--- config.mk ---
export PLATFORM = sky130hd
export DESIGN_NAME = reg_scoreboard
export DESIGN_NICKNAME = d
export VERILOG_FILES = /design/src/rtl/riscv_pkg.sv /design/src/rtl/sb_counter.sv /design/src/rtl/reg_scoreboard.sv
export SDC_FILE = /design/constraint.sdc
export NUM_CORES = 1
export LEC_CHECK = 0
export ABC_CLOCK_PERIOD_IN_PS = 7800
export BUFFER_PORTS_ARGS = -buffer_cell sky130_fd_sc_hd__buf_2
export CORE_MARGIN = 2
export CORE_UTILIZATION = 60
export DETAILED_ROUTE_END_ITERATION = 8
export PLACE_DENSITY = 0.82
export SETUP_SLACK_MARGIN = 0.5
export SYNTH_ARGS = -nofsm -noshare
export SYNTH_HDL_FRONTEND = slang
export SYNTH_SLANG_ARGS = --single-unit
--- constraint.sdc ---
create_clock -name clk -period 7.8 [get_ports clk]
set_input_delay 0.39 -clock clk [delete_from_list [all_inputs] [get_ports clk]]
set_output_delay 0.39 -clock clk [all_outputs]
set_load 0.01 [all_outputs]
--- src/rtl/riscv_pkg.sv ---
// Shared RISC-V core constants: register file geometry and scoreboard counter width.
package riscv_pkg;

  localparam int unsigned REG_ADDR_W = 5;
  localparam int unsigned NUM_REGS   = 32;
  localparam int unsigned CNT_W      = 2;

endpackage

--- src/rtl/sb_counter.sv ---
// Saturating up/down counter tracking outstanding writes to one architectural register.
module sb_counter
  import riscv_pkg::*;
#(
  parameter int unsigned MaxVal = 3
) (
  input  logic             clk,
  input  logic             rst,
  input  logic             inc,
  input  logic             dec,
  input  logic             clr,
  output logic [CNT_W-1:0] cnt
);

  logic [CNT_W-1:0] cnt_q, cnt_d;

  // Simultaneous inc and dec cancel; clr wins over both.
  always_comb begin
    cnt_d = cnt_q;
    if (clr) begin
      cnt_d = '0;
    end else if (inc && !dec && cnt_q != CNT_W'(MaxVal)) begin
      cnt_d = cnt_q + 1'b1;
    end else if (dec && !inc && cnt_q != '0) begin
      cnt_d = cnt_q - 1'b1;
    end
  end

  always_ff @(posedge clk or posedge rst) begin
    if (rst) begin
      cnt_q <= '0;
    end else begin
      cnt_q <= cnt_d;
    end
  end

  assign cnt = cnt_q;

endmodule

--- src/rtl/reg_scoreboard.sv ---
// Register scoreboard: per-register outstanding-write counters gating instruction issue.
// Optional SCOREBOARD_BYPASS_EN lets a source whose last pending write retires this cycle issue.
module reg_scoreboard
  import riscv_pkg::*;
#(
  parameter int unsigned MAX_INFLIGHT = 3
) (
  input  logic                  clk,
  input  logic                  rst,
  input  logic                  issue_valid,
  input  logic                  issue_we,
  input  logic [REG_ADDR_W-1:0] issue_rd,
  input  logic [REG_ADDR_W-1:0] A1,
  input  logic [REG_ADDR_W-1:0] A2,
  input  logic                  WE3,
  input  logic [REG_ADDR_W-1:0] A3,
  input  logic                  flush,
  output logic                  stall,
  output logic                  issue_accept,
  output logic [NUM_REGS-1:0]   busy_vec,
  output logic [6:0]            inflight_total,
  output logic                  err
);

  logic [CNT_W-1:0] cnt [NUM_REGS];
  logic             busy_a1, busy_a2, wr_full;
  logic             do_inc, do_dec, underflow;
  logic [6:0]       total_q, total_d;
  logic             err_q;

  assign cnt[0] = '0;

  for (genvar i = 1; i < NUM_REGS; i++) begin : g_cnt
    sb_counter #(
      .MaxVal(MAX_INFLIGHT)
    ) u_cnt (
      .clk (clk),
      .rst (rst),
      .inc (do_inc && issue_rd == REG_ADDR_W'(i)),
      .dec (do_dec && A3 == REG_ADDR_W'(i)),
      .clr (flush),
      .cnt (cnt[i])
    );
  end

  always_comb begin
    busy_a1 = cnt[A1] != '0;
    busy_a2 = cnt[A2] != '0;
`ifdef SCOREBOARD_BYPASS_EN
    // Write-first register file: the retiring value is readable this cycle.
    if (WE3 && A3 == A1 && cnt[A1] == CNT_W'(1)) busy_a1 = 1'b0;
    if (WE3 && A3 == A2 && cnt[A2] == CNT_W'(1)) busy_a2 = 1'b0;
`endif
    wr_full      = issue_we && issue_rd != '0 && cnt[issue_rd] == CNT_W'(MAX_INFLIGHT);
    stall        = issue_valid && (busy_a1 || busy_a2 || wr_full);
    issue_accept = issue_valid && !stall;
    do_inc       = issue_accept && issue_we && issue_rd != '0;
    do_dec       = WE3 && A3 != '0 && cnt[A3] != '0;
    underflow    = WE3 && A3 != '0 && cnt[A3] == '0;
  end

  always_comb begin
    busy_vec = '0;
    for (int i = 1; i < NUM_REGS; i++) busy_vec[i] = cnt[i] != '0;
  end

  always_comb begin
    total_d = total_q + {6'd0, do_inc} - {6'd0, do_dec};
    if (flush) total_d = '0;
  end

  always_ff @(posedge clk or posedge rst) begin
    if (rst) begin
      total_q <= '0;
      err_q   <= 1'b0;
    end else begin
      total_q <= total_d;
      err_q   <= err_q | underflow;
    end
  end

  assign inflight_total = total_q;
  assign err            = err_q;

endmodule

======== Word level (Yosys, flattened, before mapping) ========
Index checks and enable logic that the tools add are counted.
cells by class
  $add $sub $neg .......................... 64
  magnitude comparators ................... 4
  equality and inequality tests ........... 94
  multiplexer cells ....................... 106
  bitwise gates (word level) .............. 5
  reductions and logical operators ........ 328
operator list
  operator                                                   number
  two-way mux 2 bit                                          101
  logical AND 1 bit                                          195
  equality test 5 bit (second input constant)                32
  nonzero test 3 bit                                         31
  equality test 5 x 4 -> 1 bit (second input constant)       16
  nonzero test 2 bit                                         34
  zero test 1 bit                                            63
  adder 2 x 1 -> 2 bit (second input constant)               31
  != test 2 bit (second input constant)                      31
  subtractor 2 x 1 -> 2 bit (second input constant)          31
  binary-select mux 2 bit (select 5 bit)                     4
  equality test 5 x 3 -> 1 bit (second input constant)       8
  greater-or-equal comparator 6 bit (second input constant)  4
  inverter 5 -> 6 bit                                        4
  equality test 5 x 2 -> 1 bit (second input constant)       4
  equality test 5 x 1 -> 1 bit (second input constant)       2
  nonzero test 5 bit                                         2
  adder 7 x 1 -> 7 bit                                       1
  two-way mux 7 bit                                          1
  subtractor 7 x 1 -> 7 bit                                  1
  equality test 2 bit (second input constant)                1
  zero test 2 bit                                            1
  logical OR 1 bit                                           2
  OR 1 bit                                                   1
word-level totals
  register bits after elaboration ......... 70
  bits of input ports ..................... 26
  word-level logic and storage cells ...... 634

======== Logic depth before layout (Yosys ltp) ========
  depth in word-level cells ............... 19
  mapped depth ............................ 23
  gate-level depth less buffers ........... 21

======== Cells and area by module ========
Synthesis repeated with hierarchy kept, for this count alone.
unflattened totals
  cell total of the unflattened synthesis .. 803
  area, all modules ....................... 6777.8 µm²
modules (own cells, without submodules)
  module          times used  cells each  area an instance (µm²)  sequential area each (µm²)
  sb_counter      31          14          123.9                   50.0
  reg_scoreboard  1           369         2937.8                  200.2

======== Worst setup path before layout ========
Ideal clock, no wire load.
  path kind ............................... input to register
  from .................................... input issue_rd[1]
  to ...................................... register total_q[6] (netlist: inflight_total[6])
  arrival time ............................ 4.233 ns
  required time ........................... 7.668 ns
  path slack .............................. 3.436 ns
  stages .................................. 22
  cells stage by stage .................... clkbuf_1 -> clkbuf_1 -> a21oi_1 -> a21oi_1 -> o22ai_1 -> nor4b_2 -> buf_2 -> o211ai_1 -> and3_1 -> nand2_1 -> ha_1 -> inv_1 -> ha_1 -> inv_1 -> fa_1 -> nor2b_1 -> o21ai_0 -> nand2b_1 -> a21o_1 -> a21oi_1 -> xnor2_1 -> nor2_1
between the ends
  cells in the longest elaborated chain, start to end .. 15
  elaborated cells on any way between the ends .. 17
  classes of those cells .................. add/sub (2); eq/ne (1); mux (4); bitwise (1); reduce/logical (9)
ends and longest elaborated chain
  what                                                  RTL line              source
  start, declared                                       reg_scoreboard.sv:12  input logic [REG_ADDR_W-1:0] issue_rd,
  inverter 5 -> 6 bit (not written as such)             reg_scoreboard.sv:54  wr_full = issue_we && issue_rd != '0 && cnt[issue_rd] == CNT_W'(MAX_INFLIGHT);
  binary-select mux 2 bit (select 5 bit)                reg_scoreboard.sv:54
  two-way mux 2 bit (not written as such) (2 in a row)  reg_scoreboard.sv:54
  equality test 2 bit                                   reg_scoreboard.sv:54
  logical AND 1 bit *                                   reg_scoreboard.sv:54
  logical OR 1 bit *                                    reg_scoreboard.sv:55  stall = issue_valid && (busy_a1 || busy_a2 || wr_full);
  logical AND 1 bit *                                   reg_scoreboard.sv:55
  zero test 1 bit *                                     reg_scoreboard.sv:56  issue_accept = issue_valid && !stall;
  logical AND 1 bit *                                   reg_scoreboard.sv:56
  named net issue_accept                                reg_scoreboard.sv:19  output logic issue_accept,
  logical AND 1 bit * (2 in a row)                      reg_scoreboard.sv:57  do_inc = issue_accept && issue_we && issue_rd != '0;
  adder 7 x 1 -> 7 bit *                                reg_scoreboard.sv:68  total_d = total_q + {6'd0, do_inc} - {6'd0, do_dec};
  subtractor 7 x 1 -> 7 bit *                           reg_scoreboard.sv:68
  two-way mux 7 bit *                                   reg_scoreboard.sv:69  if (flush) total_d = '0;
  named net total_d[6]                                  reg_scoreboard.sv:28  logic [6:0] total_q, total_d;
  end signal, assigned                                  reg_scoreboard.sv:77  total_q <= total_d;
  end, declared                                         reg_scoreboard.sv:28
Mark *: on every way through the listed nets, which the timed path passes. The rest lies on a longest branch. The select of a mux whose other input is x is not followed.
A chain may end at the register's enable or synchronous reset.

======== Final worst setup path ========
  from .................................... register g_cnt[25].u_cnt.cnt_q[0]
  to ...................................... register total_q[6] (netlist: inflight_total[6])
between the ends
  cells in the longest elaborated chain, start to end .. 14
  elaborated cells on any way between the ends .. 28
  classes of those cells .................. add/sub (2); eq/ne (1); mux (13); reduce/logical (12)
ends and longest elaborated chain
  what                                                              RTL line                                                          source
  start, declared                                                   sb_counter.sv:15                                                  logic [CNT_W-1:0] cnt_q, cnt_d;
  start signal, assigned                                            sb_counter.sv:33                                                  cnt_q <= cnt_d;
  binary-select mux 2 bit (select 5 bit), on equally long branches  reg_scoreboard.sv:54, reg_scoreboard.sv:47, reg_scoreboard.sv:48
  two-way mux 2 bit, on equally long branches (2 in a row)          reg_scoreboard.sv:54, reg_scoreboard.sv:47, reg_scoreboard.sv:48
  equality test 2 bit, or another cell as far along                 reg_scoreboard.sv:54
  logical AND 1 bit or logical OR 1 bit (tied branches)             reg_scoreboard.sv:54, reg_scoreboard.sv:55
  logical OR 1 bit                                                  reg_scoreboard.sv:55
  logical AND 1 bit                                                 reg_scoreboard.sv:55
  zero test 1 bit                                                   reg_scoreboard.sv:56
  logical AND 1 bit                                                 reg_scoreboard.sv:56
  logical AND 1 bit (2 in a row)                                    reg_scoreboard.sv:57
  adder 7 x 1 -> 7 bit                                              reg_scoreboard.sv:68
  subtractor 7 x 1 -> 7 bit *                                       reg_scoreboard.sv:68
  two-way mux 7 bit *                                               reg_scoreboard.sv:69
  named net total_d[6]                                              reg_scoreboard.sv:28
Marks and branches as above.

==> metrics.txt <==
status=complete, no violations; crit path capture type=flop; die height=102 um; Setup Buffers After CTS=0; Routed WL=18.2 mm; Die Wd=102 um; RSZ-0062 raised after global routing=false; reg-to-reg endpoint=inflight_total[6]$_DFF_PP0_; total grt overflow=0; worst hold slack=310 ps; share of flip-flops with an asynchronous set or reset=1.00; antenna cells=0; Max Slew Vio Count=0; Final Skew=11.8 ps; setup ws final=3010 ps; first-pass GRT wire length=28.5 mm; share of the synthesized area in the top cell type=0.301; area of the core=0.00933 mm^2; clk_lat worst skew=370 ps; CTS tree=built; post-route ant nets=0; reg2reg setup slack=3010 ps; main combinational cell family by area after synthesis=simple AND/OR/NAND/NOR gates; Fmax=209 MHz; sequential cell area=0.00175 mm^2; pwr dens=156 mW/mm^2; PortBufs=66; Via-to-Cell Ratio=6.62; post-synthesis compound-gate area fraction=0.155; Starting Density=0.624; DR iter-0 viols=594; Place WS=3130 ps; Clock transition at path regs=90 ps; CTS max path bufs=2; Fin. Hold Viols=0; Final period util=0.615; crit path to=inflight_total[6]$_DFF_PP0_; Post-Synth Adder-Cell Area=0.0185; R2R cell count=22; Synthesis Warnings=0; placed inst area=0.00620 mm^2; # DRC=0; mux contribution to synthesized area=0.0989; vias in the first global route=5,409; Synth Area in Simple Gates=0.260; Filler cells=765; kind of critical path=reg -> reg; Site Rows=35; Leak=2.82 nW; DIE AREA=0.0105 mm^2; Crit Reg-Reg Startpoint=g_cnt[25].u_cnt.cnt[0]$_DFFE_PP0P_; CTS root buf=clkbuf_8; maximum number of pins on one net before global-route repair=71; CP Launch Type=flop; Post-Syn Nets=697; WL/cell=21.5 um; Setup TNS=0 ps; via count=5,585; Peak supply drop=0.118 mV; CTS Sinks=70; design area=0.00644 mm^2; Setup-failing EPs final=0; total CTS buffers=9; initial antenna violation count=0; NumNets Final=745; post-route insts no fill=844; # resized after CTS=0; min-delay worst type=in -> async; synth top area cells=dfrtp_1 (30%), mux4_2 (6.6%), nor2_1 (5.4%); total I/O pin count=68; layout cell share with drive strength beyond 1=0.192; Placer Congestion=1.04; hold_buf cts=0; EDFF count, synth=0; Post-Synthesis Cells=663; Synth Area in XOR/XNOR=0.108; synth-to-layout area growth=10.7%; H-tree levels=3; Worst Path Required=8030 ps; Period minus WS final=4790 ps; Worst Setup SP=g_cnt[25].u_cnt.cnt[0]$_DFFE_PP0P_; area of the multi-input gates=0.00375 mm^2; Seq/Total Area, Yosys=0.301; Worst Max-Slew Pin Slew=939 ps; DR pass1 iterations=5; gr usage total=0.361; hpwl dp=13.1 mm; flops & latches, synth=70; CP Max Fanout=32; Synth Flop Type=dfrtp_1; cell taking the most area after synthesis=dfrtp_1; Synth Cell Area=0.00582 mm^2; total power=1.01 mW; Critical Path AT=5020 ps; post-synth cell types=71; placed cell count=829; Syn Area/Cell=8.77 um^2; final core occ=0.690; Max-Cap Viols=0; slew margin rel.=0.374
report_power, final:
group,switching [mW],internal (mW),total (mW)
Sequential,0.0120,0.377,0.389
Combinational,0.154,0.0964,0.251
Clock,0.155,0.211,0.366
layout make-up:
cell class | count | area share
Clock buffer | 9 | 0.0192
Multi-Input combinational cell | 513 | 0.582
Inverter | 46 | 0.0268
Timing Repair Buffer | 71 | 0.0571
Sequential cell | 70 | 0.272
Tap cell | 129 | 0.0251
Clock inverter | 6 | 0.0173
routing by layer:
metal	global-route usage	up-vias	routed length (um)
met2	0.557	359	8050
met5	0	-	0
li1	-	2488	-
met3	0.0841	49	2290
met4	0.0974	0	413
met1	0.514	2689	7420
flip-flops by register name, indices dropped and copies added, names as in the netlist:
| name | cells |
|---|---|
| err | 1 |
| g_cnt.u_cnt.cnt | 62 |
| inflight_total | 7 |
Yosys cell counts (7+ instances only):
library cell and count:
a21oi_1 24, a31oi_1 22, clkbuf_1 26, dfrtp_1 70, ha_1 7, inv_1 44, mux4_2 17, nand2_1 54
nand2b_1 8, nand3_1 22, nor2_1 83, nor2b_1 18, nor3_1 19, nor4_1 14, nor4_2 15, o21ai_0 46
or2_2 8, xnor2_1 33, xor2_1 14, xor3_1 9
cells in the final DEF, fill, tap and decap left out, types with 4 or more instances in the layout:
cell / netlist / layout
xor3_1: 9 / 9
nor2b_1: 18 / 18
a21oi_1: 24 / 24
mux4_2: 17 / 17
dfrtp_1: 70 / 70
a21boi_0: 6 / 6
mux4_1: 5 / 5
or3_1: 6 / 6
mux2i_1: 5 / 5
nor4_2: 15 / 15
xnor2_1: 33 / 33
or2_2: 8 / 8
nor2_1: 83 / 83
xor2_1: 14 / 14
clkbuf_8: 0 / 9
buf_4: 1 / 5
nor3_1: 19 / 19
a211oi_1: 6 / 6
o211ai_1: 5 / 5
nand3_1: 22 / 22
buf_2: 2 / 66
nor4_1: 14 / 14
a21o_1: 5 / 5
nand2_1: 54 / 54
nand2b_1: 8 / 8
ha_1: 7 / 7
inv_1: 44 / 43
o21ai_0: 46 / 46
a31oi_1: 22 / 22
and2_1: 4 / 4
worst min path at each step:
stage	depth (start not counted)	endpoint	slack (ps)	start
floorplan	1	err$_DFF_PP0_	510	err$_DFF_PP0_
global placement	1	err$_DFF_PP0_	500	err$_DFF_PP0_
detailed placement	1	err$_DFF_PP0_	530	err$_DFF_PP0_
CTS	3	g_cnt[28].u_cnt.cnt[0]$_DFFE_PP0P_	350	rst
global route	3	err$_DFF_PP0_	370	WE3
finish	3	g_cnt[28].u_cnt.cnt[1]$_DFFE_PP0P_	310	rst
worst max-delay path: stages, from the launching register on:
cell,delay [ps]
dfrtp_1,430
nor2_1,290
inv_1,110
mux4_1,510
mux4_2,480
a32oi_1,250
o31ai_4,120
buf_4,290
inv_1,120
and3_1,180
nand2_1,100
ha_1,300
inv_1,60
ha_1,150
inv_1,50
fa_1,380
nor2b_1,150
o21ai_0,100
nand2b_1,110
a21o_1,130
a21oi_1,70
xnor2_1,190
nor2_1,60
kinds of logic after synthesis:
kind of cell	after synthesis
simple gates	276
compound gates	144
buf+inv	80
flops	70
xor+xnor	56
mux	28
fa+ha+maj	8
other cells	1
Note: power is estimated with default switching activity, not from simulation.
